==> src/rtl/gpio_port_pkg.sv <==
// Shared register offsets and interrupt-vector helpers for the 8-bit GPIO port.
package gpio_port_pkg;

  localparam int unsigned PortWidth = 8;

  localparam logic [4:0] OffIn   = 5'h00;
  localparam logic [4:0] OffOut  = 5'h02;
  localparam logic [4:0] OffDir  = 5'h04;
  localparam logic [4:0] OffRen  = 5'h06;
  localparam logic [4:0] OffSel0 = 5'h0A;
  localparam logic [4:0] OffIv   = 5'h0E;
  localparam logic [4:0] OffIes  = 5'h18;
  localparam logic [4:0] OffIe   = 5'h1A;
  localparam logic [4:0] OffIfg  = 5'h1C;

  // Lowest pending bit n wins and encodes as 2*(n+1); none pending gives 0.
  function automatic logic [15:0] iv_encode(input logic [PortWidth-1:0] pend);
    logic [15:0] v;
    v = 16'h0000;
    for (int i = PortWidth - 1; i >= 0; i--) begin
      if (pend[i]) v = 16'((i + 1) * 2);
    end
    return v;
  endfunction

  function automatic logic [PortWidth-1:0] lowest_onehot(input logic [PortWidth-1:0] pend);
    return pend & (~pend + 8'd1);
  endfunction

endpackage

==> src/rtl/gpio_sync.sv <==
// Three-flop pad synchronizer with per-bit rising/falling edge detect selected by IES.
module gpio_sync
  import gpio_port_pkg::*;
(
  input  logic                 clk_i,
  input  logic                 rst_ni,
  input  logic [PortWidth-1:0] pad_i,
  input  logic [PortWidth-1:0] ies_i,
  output logic [PortWidth-1:0] sync_o,
  output logic [PortWidth-1:0] edge_o
);

  logic [PortWidth-1:0] s1_q, s2_q, s3_q;

  always_ff @(posedge clk_i or negedge rst_ni) begin
    if (!rst_ni) begin
      s1_q <= '0;
      s2_q <= '0;
      s3_q <= '0;
    end else begin
      s1_q <= pad_i;
      s2_q <= s1_q;
      s3_q <= s2_q;
    end
  end

  assign sync_o = s2_q;
  // s3 holds the previous synchronized value, so each transition is flagged exactly once.
  assign edge_o = (ies_i & s3_q & ~s2_q) | (~ies_i & ~s3_q & s2_q);

endmodule

==> src/rtl/gpio_port.sv <==
// MSP430-style 8-bit digital I/O port: register file, bus decode, pad mux and PxIV logic.
module gpio_port
  import gpio_port_pkg::*;
#(
  parameter logic [15:0] BASE    = 16'h0200,
  parameter bit          PORT_IV = 1'b1
) (
  input  logic        MCLK,
  input  logic        RSTn,
  input  logic [15:0] MAB,
  input  logic [15:0] MDBin,
  output logic [15:0] MDBout,
  input  logic        MW,
  input  logic        MR,
  input  logic        BW,
  input  logic [7:0]  PAD_O,
  output logic [7:0]  PAD_I,
  output logic [7:0]  PAD_T,
  input  logic [7:0]  PER_OUT,
  input  logic [7:0]  PER_OE,
  output logic [7:0]  PER_IN,
  output logic [7:0]  PULL_EN,
  output logic [7:0]  PULL_UP,
  output logic        INT
);

  logic [7:0] out_q, out_d, dir_q, dir_d, ren_q, ren_d, sel0_q, sel0_d;
  logic [7:0] ies_q, ies_d, ie_q, ie_d, ifg_q, ifg_d;
  logic [7:0] pin_sync, pin_edge;

  logic [15:0] addr_off;
  logic [4:0]  reg_off;
  logic        hit, wr, iv_rd;
  logic [7:0]  iv_pend, iv_clr, rdata;
  logic [15:0] iv_val;
  logic        unused_bits;

  // Odd addresses never decode, which also drops byte accesses to the high byte.
  assign addr_off = MAB - BASE;
  assign reg_off  = addr_off[4:0];
  assign hit      = (addr_off[15:5] == 11'd0) && !addr_off[0];
  assign wr       = MW && hit;

  assign unused_bits = ^{MDBin[15:8], BW};

  gpio_sync u_sync (
    .clk_i  (MCLK),
    .rst_ni (RSTn),
    .pad_i  (PAD_O),
    .ies_i  (ies_q),
    .sync_o (pin_sync),
    .edge_o (pin_edge)
  );

  assign iv_pend = ifg_q & ie_q;
  assign iv_val  = PORT_IV ? iv_encode(iv_pend) : 16'h0000;
  assign iv_rd   = PORT_IV && MR && hit && (reg_off == OffIv);
  assign iv_clr  = iv_rd ? lowest_onehot(iv_pend) : 8'h00;

  always_comb begin
    out_d  = out_q;
    dir_d  = dir_q;
    ren_d  = ren_q;
    sel0_d = sel0_q;
    ies_d  = ies_q;
    ie_d   = ie_q;
    ifg_d  = ifg_q;
    if (wr) begin
      case (reg_off)
        OffOut:  out_d  = MDBin[7:0];
        OffDir:  dir_d  = MDBin[7:0];
        OffRen:  ren_d  = MDBin[7:0];
        OffSel0: sel0_d = MDBin[7:0];
        OffIes:  ies_d  = MDBin[7:0];
        OffIe:   ie_d   = MDBin[7:0];
        OffIfg:  ifg_d  = MDBin[7:0];
        default: ;
      endcase
    end
    // Hardware edges override both software clears and the IV-read clear.
    ifg_d = (ifg_d & ~iv_clr) | pin_edge;
  end

  always_ff @(posedge MCLK or negedge RSTn) begin
    if (!RSTn) begin
      out_q  <= '0;
      dir_q  <= '0;
      ren_q  <= '0;
      sel0_q <= '0;
      ies_q  <= '0;
      ie_q   <= '0;
      ifg_q  <= '0;
    end else begin
      out_q  <= out_d;
      dir_q  <= dir_d;
      ren_q  <= ren_d;
      sel0_q <= sel0_d;
      ies_q  <= ies_d;
      ie_q   <= ie_d;
      ifg_q  <= ifg_d;
    end
  end

  always_comb begin
    rdata = 8'h00;
    case (reg_off)
      OffIn:   rdata = pin_sync;
      OffOut:  rdata = out_q;
      OffDir:  rdata = dir_q;
      OffRen:  rdata = ren_q;
      OffSel0: rdata = sel0_q;
      OffIv:   rdata = iv_val[7:0];
      OffIes:  rdata = ies_q;
      OffIe:   rdata = ie_q;
      OffIfg:  rdata = ifg_q;
      default: rdata = 8'h00;
    endcase
  end

  assign MDBout  = hit ? {8'h00, rdata} : 16'h0000;

  assign PAD_I   = (sel0_q & PER_OUT) | (~sel0_q & out_q);
  assign PAD_T   = ~((sel0_q & PER_OE) | (~sel0_q & dir_q));
  assign PER_IN  = pin_sync;
  assign PULL_EN = ren_q;
  assign PULL_UP = out_q & ren_q;
  assign INT     = |(ifg_q & ie_q);

endmodule

==> config.mk <==
export PLATFORM = sky130hd
export DESIGN_NAME = gpio_port
export DESIGN_NICKNAME = d
export VERILOG_FILES = /design/src/rtl/gpio_port_pkg.sv /design/src/rtl/gpio_sync.sv /design/src/rtl/gpio_port.sv
export SDC_FILE = /design/constraint.sdc
export NUM_CORES = 1
export LEC_CHECK = 0
export ABC_AREA = 1
export BUFFER_PORTS_ARGS = -buffer_cell sky130_fd_sc_hd__buf_2
export CORE_ASPECT_RATIO = 1.5
export CORE_MARGIN = 4
export CORE_UTILIZATION = 30
export CTS_CLUSTER_DIAMETER = 40
export DETAILED_ROUTE_END_ITERATION = 12
export GPL_ROUTABILITY_DRIVEN = 0
export SYNTH_ARGS = -nofsm -noshare
export SYNTH_HDL_FRONTEND = slang
export SYNTH_SLANG_ARGS = --single-unit
==> constraint.sdc <==
create_clock -name MCLK -period 3.1 [get_ports MCLK]
set_input_delay 0.62 -clock MCLK [delete_from_list [all_inputs] [get_ports MCLK]]
set_output_delay 0.62 -clock MCLK [all_outputs]
set_load 0.02 [all_outputs]
==> metrics list <==
* Critical path's most frequent cell: sky130_fd_sc_hd__nand2_1
- Fin Setup TNS: 0 ps
* Total length of routed wires: 13.24 mm
* Worst path bufs/invs: 3
* Final setup margin: 352.3 ps
- Entering global routing, the biggest net connects 44 pins.
* Critical Path AT: about 2100 ps
- Once detail routing completed, the nets flagged for antenna violations numbered 0.
- Maximum clock frequency: about 360 MHz
* Unrepaired setup endpoints after global routing: no
* Total number of vias: approximately 4.3k
- Averaged over all synthesized cells, the footprint is 7.253 µm².
- Buffers inserted during clock tree synthesis total 9.
* Initial drt markers: about 220
- The critical path in this run is classified as in2out.
* Ports placed on the boundary: 118
- First-pass GRT wire length: around 21 mm
- The number of antenna violations at the first check in global routing came to 0.
- The die covers 17080 µm².
- Among all stages on the critical path, the largest delay is contributed by sky130_fd_sc_hd__nor2_1.
- The worst setup path is launched from an input port.
- Worst-path cell chain: buf_2, nor2_1, nand2_1, nor2_1, nand2_1, nand2_1, nor2_1, nand3_1, nand2_1, inv_1, buf_2
- The tool flagged a number of max-cap violations equal to 0.
- During synthesis, Yosys emitted a total of 0 warnings.
* Final hold viol count: 0
- Fraction of layout instances using a drive strength above 1: 20.66%
* Flip-flop and latch count after synthesis: 80
- For the worst setup path, the data required time is 2480 ps.
- Number of distinct library cell variants in the gate-level netlist after synthesis: 26
* Part of the Yosys area used for sequential elements: about 44%
- The first TritonRoute pass finished after 5 iterations.
* Crit path capture type: output port
- The floorplan step set the die height to 158.1 µm.
* Via count of the first global-routing pass: 4276
- The total count of max-transition violations in the final report is 0.
- Registers take 2002 µm².
- The later pin in the worst-skew pair is clocked with a latency of approximately 340 ps.
* Avg Vias per Cell: 4.676
- Worst min-delay path class: in2async
- Worst-Margin Slew: 593.6 ps
- Clock net sink count: 80
* Status: finished clean
- Worst reg-to-reg setup slack: 1480 ps
* Dominant register cell in the synthesized netlist: sky130_fd_sc_hd__dfrtp_1
- GR Overflow Total: 0
- Static Leak: 3.051 nW
- Compared with the post-synthesis result, the final layout area differs by 21.42%.
- The die is 108.0 µm wide.
- The core region is 14660 µm².
- Min cycle time layout: 2748 ps
- On the final layout, the worst clock skew is roughly 6.4 ps.
- The number of setup buffers added after CTS is 0.
* Maximum vdd ir drop: 0.2518 mV
- Delay of the slowest cell on the worst path: 420 ps
* Clock root buffer: sky130_fd_sc_hd__clkbuf_16
- Total power divided by cell area: between 400 and 500 nW/µm²
- Number of enable flip-flop cells after synthesis: 0
* H-tree levels: 3
- The net count of the finished layout is between 700 and 800.
- In this run, post-CTS repair resized a total of 0 instances.
- After clock tree synthesis, the clock-pin slew on the worst setup and hold paths is 60 ps.
- For this run, the total global-route usage over all layers was measured as between 10% and 20%.
- Grouping stages by cell kind, the critical path spends the most delay in simple AND/OR/NAND/NOR gates.
* Pre-CTS setup slack: 374.4 ps
- After detailed routing, the number of remaining DRC violations is 0.
- The cell count after synthesis came out at 621.
- Measured against its own limit, the worst slew margin works out to 60.28%.
- Initial standard-cell utilization of the core: a little under a third
- Final period util: approximately 89%
- Cell row count: 54
* Half-perimeter wire length after detailed placement: 10.40 mm
- Buffers placed on the I/O ports in this run total 100.
- Hold repair after CTS inserted 0 buffers.
- Average wire per cell in the routed design: 14.28 µm
- The multi-input combinational cells in the finished layout cover a total of 2014 µm².
- The synthesized netlist occupies a cell area of 4504 µm².
- Fill cells in the final layout number 1629.
- TritonCTS built the clock tree.
* Crit-path max FO: 8
- 0 antenna diodes ended up in the layout.
- Count of endpoints failing setup in the final report: 0
- Of all flip-flops after synthesis, the portion carrying an async set or reset was 100.0%.
* Maximum number of buffers from clock root to sink: 2
[logic make-up (layout without fill, tap and decap cells)]
logic type | count (synthesis) | in the layout | synth area share (%)
compound gates | 78 | 78 | 9.222
buf+inv | 114 | 217 | 11.42
flops | 80 | 80 | 44.44
other cells | 1 | 8 | 0.08325
simple gates | 348 | 348 | 34.83
[cells in the mapped netlist (2+ instances only)]
library cell	instances	share of area, %
sky130_fd_sc_hd__o21ai_1	3	0.33
sky130_fd_sc_hd__inv_1	87	7.2
sky130_fd_sc_hd__nand3_1	51	5.7
sky130_fd_sc_hd__nand2_1	207	17
sky130_fd_sc_hd__nor2_8	4	1.8
sky130_fd_sc_hd__nand2_2	2	0.28
sky130_fd_sc_hd__inv_2	3	0.25
sky130_fd_sc_hd__dfrtp_1	80	44
sky130_fd_sc_hd__nor2_1	43	3.6
sky130_fd_sc_hd__nand4_1	26	3.6
sky130_fd_sc_hd__nor2_2	7	0.97
sky130_fd_sc_hd__o22ai_1	8	1.1
sky130_fd_sc_hd__nor2_4	4	1.0
sky130_fd_sc_hd__o21ai_0	62	6.9
sky130_fd_sc_hd__buf_2	6	0.67
sky130_fd_sc_hd__buf_6	5	1.2
sky130_fd_sc_hd__buf_4	11	1.8
sky130_fd_sc_hd__o21ai_2	4	0.78
[stage by stage]
stage	instances	power, mW	util [%]	hold slack [ps]	instance area, µm²
finish	927	2.320	37.30	263.2	5469
global route	927	2.418	37.30	312.1	5469
CTS	927	2.353	37.30	280.3	5469
detailed placement	911	1.302	35.34	335.6	5181
global placement	911	1.301	35.34	331.5	5181
floorplan	628	1.199	-	324.4	4531
[area by class of cell]
type	count	share of cell area, %
sequential	80	36.60
inverter	91	6.246
multi-input combinational	434	36.83
clock buffer	9	4.118
timing repair buffer	110	10.57
tap	196	4.484
clock inverter	7	1.144
[cell usage in the layout, fill, tap and decap left out, types with 2 or more instances in the layout]
cell / instances
sky130_fd_sc_hd__o21ai_0: 62
sky130_fd_sc_hd__nor2_8: 4
sky130_fd_sc_hd__buf_4: 11
sky130_fd_sc_hd__conb_1: 8
sky130_fd_sc_hd__o21ai_1: 3
sky130_fd_sc_hd__buf_2: 99
sky130_fd_sc_hd__clkbuf_16: 9
sky130_fd_sc_hd__nor2_2: 7
sky130_fd_sc_hd__nand2_1: 207
sky130_fd_sc_hd__o22ai_1: 8
sky130_fd_sc_hd__dfrtp_1: 80
sky130_fd_sc_hd__nor2_4: 4
sky130_fd_sc_hd__nand2_2: 2
sky130_fd_sc_hd__inv_6: 4
sky130_fd_sc_hd__o21ai_2: 4
sky130_fd_sc_hd__inv_1: 87
sky130_fd_sc_hd__nand3_1: 51
sky130_fd_sc_hd__inv_2: 3
sky130_fd_sc_hd__nor2_1: 43
sky130_fd_sc_hd__nand4_1: 26
[state kept, by name (all words and copies together), names as in the netlist]
name / flops
PULL_EN: 8
dir_q: 8
ie_q: 8
ies_q: 8
ifg_q: 8
out_q: 8
sel0_q: 8
u_sync.s1_q: 8
u_sync.s3_q: 8
u_sync.sync_o: 8
[final timing paths]
| check | startpoint | to | depth (start not counted) |
|---|---|---|---|
| max reg2reg | ie_q[0] | ifg_q[6] | 7 |
| min | RSTn | sel0_q[5] | 1 |
| max in group asynchronous | RSTn | u_sync.sync_o[6] | 2 |
| min in group MCLK | u_sync.s1_q[1] | u_sync.sync_o[1] | 0 |
| min reg2reg | u_sync.s1_q[1] | u_sync.sync_o[1] | 0 |
| max | MAB[4] | MDBout[1] | 11 |
[power breakdown]
part	switching, mW	internal [mW]
clock network	0.478	0.561
registers	0.0130	1.06
logic	0.142	0.0657
[routing by layer]
layer / global-route usage [%] / vias to the layer above / part of all wire, %
li1: - / 2168 / -
met1: 19.27 / 2006 / 41
met2: 28.11 / 125 / 50
met3: 2.570 / 36 / 4.8
met4: 8.424 / 0 / 4.1
met5: 0 / - / 0
Note: power is estimated with default switching activity, not from simulation.
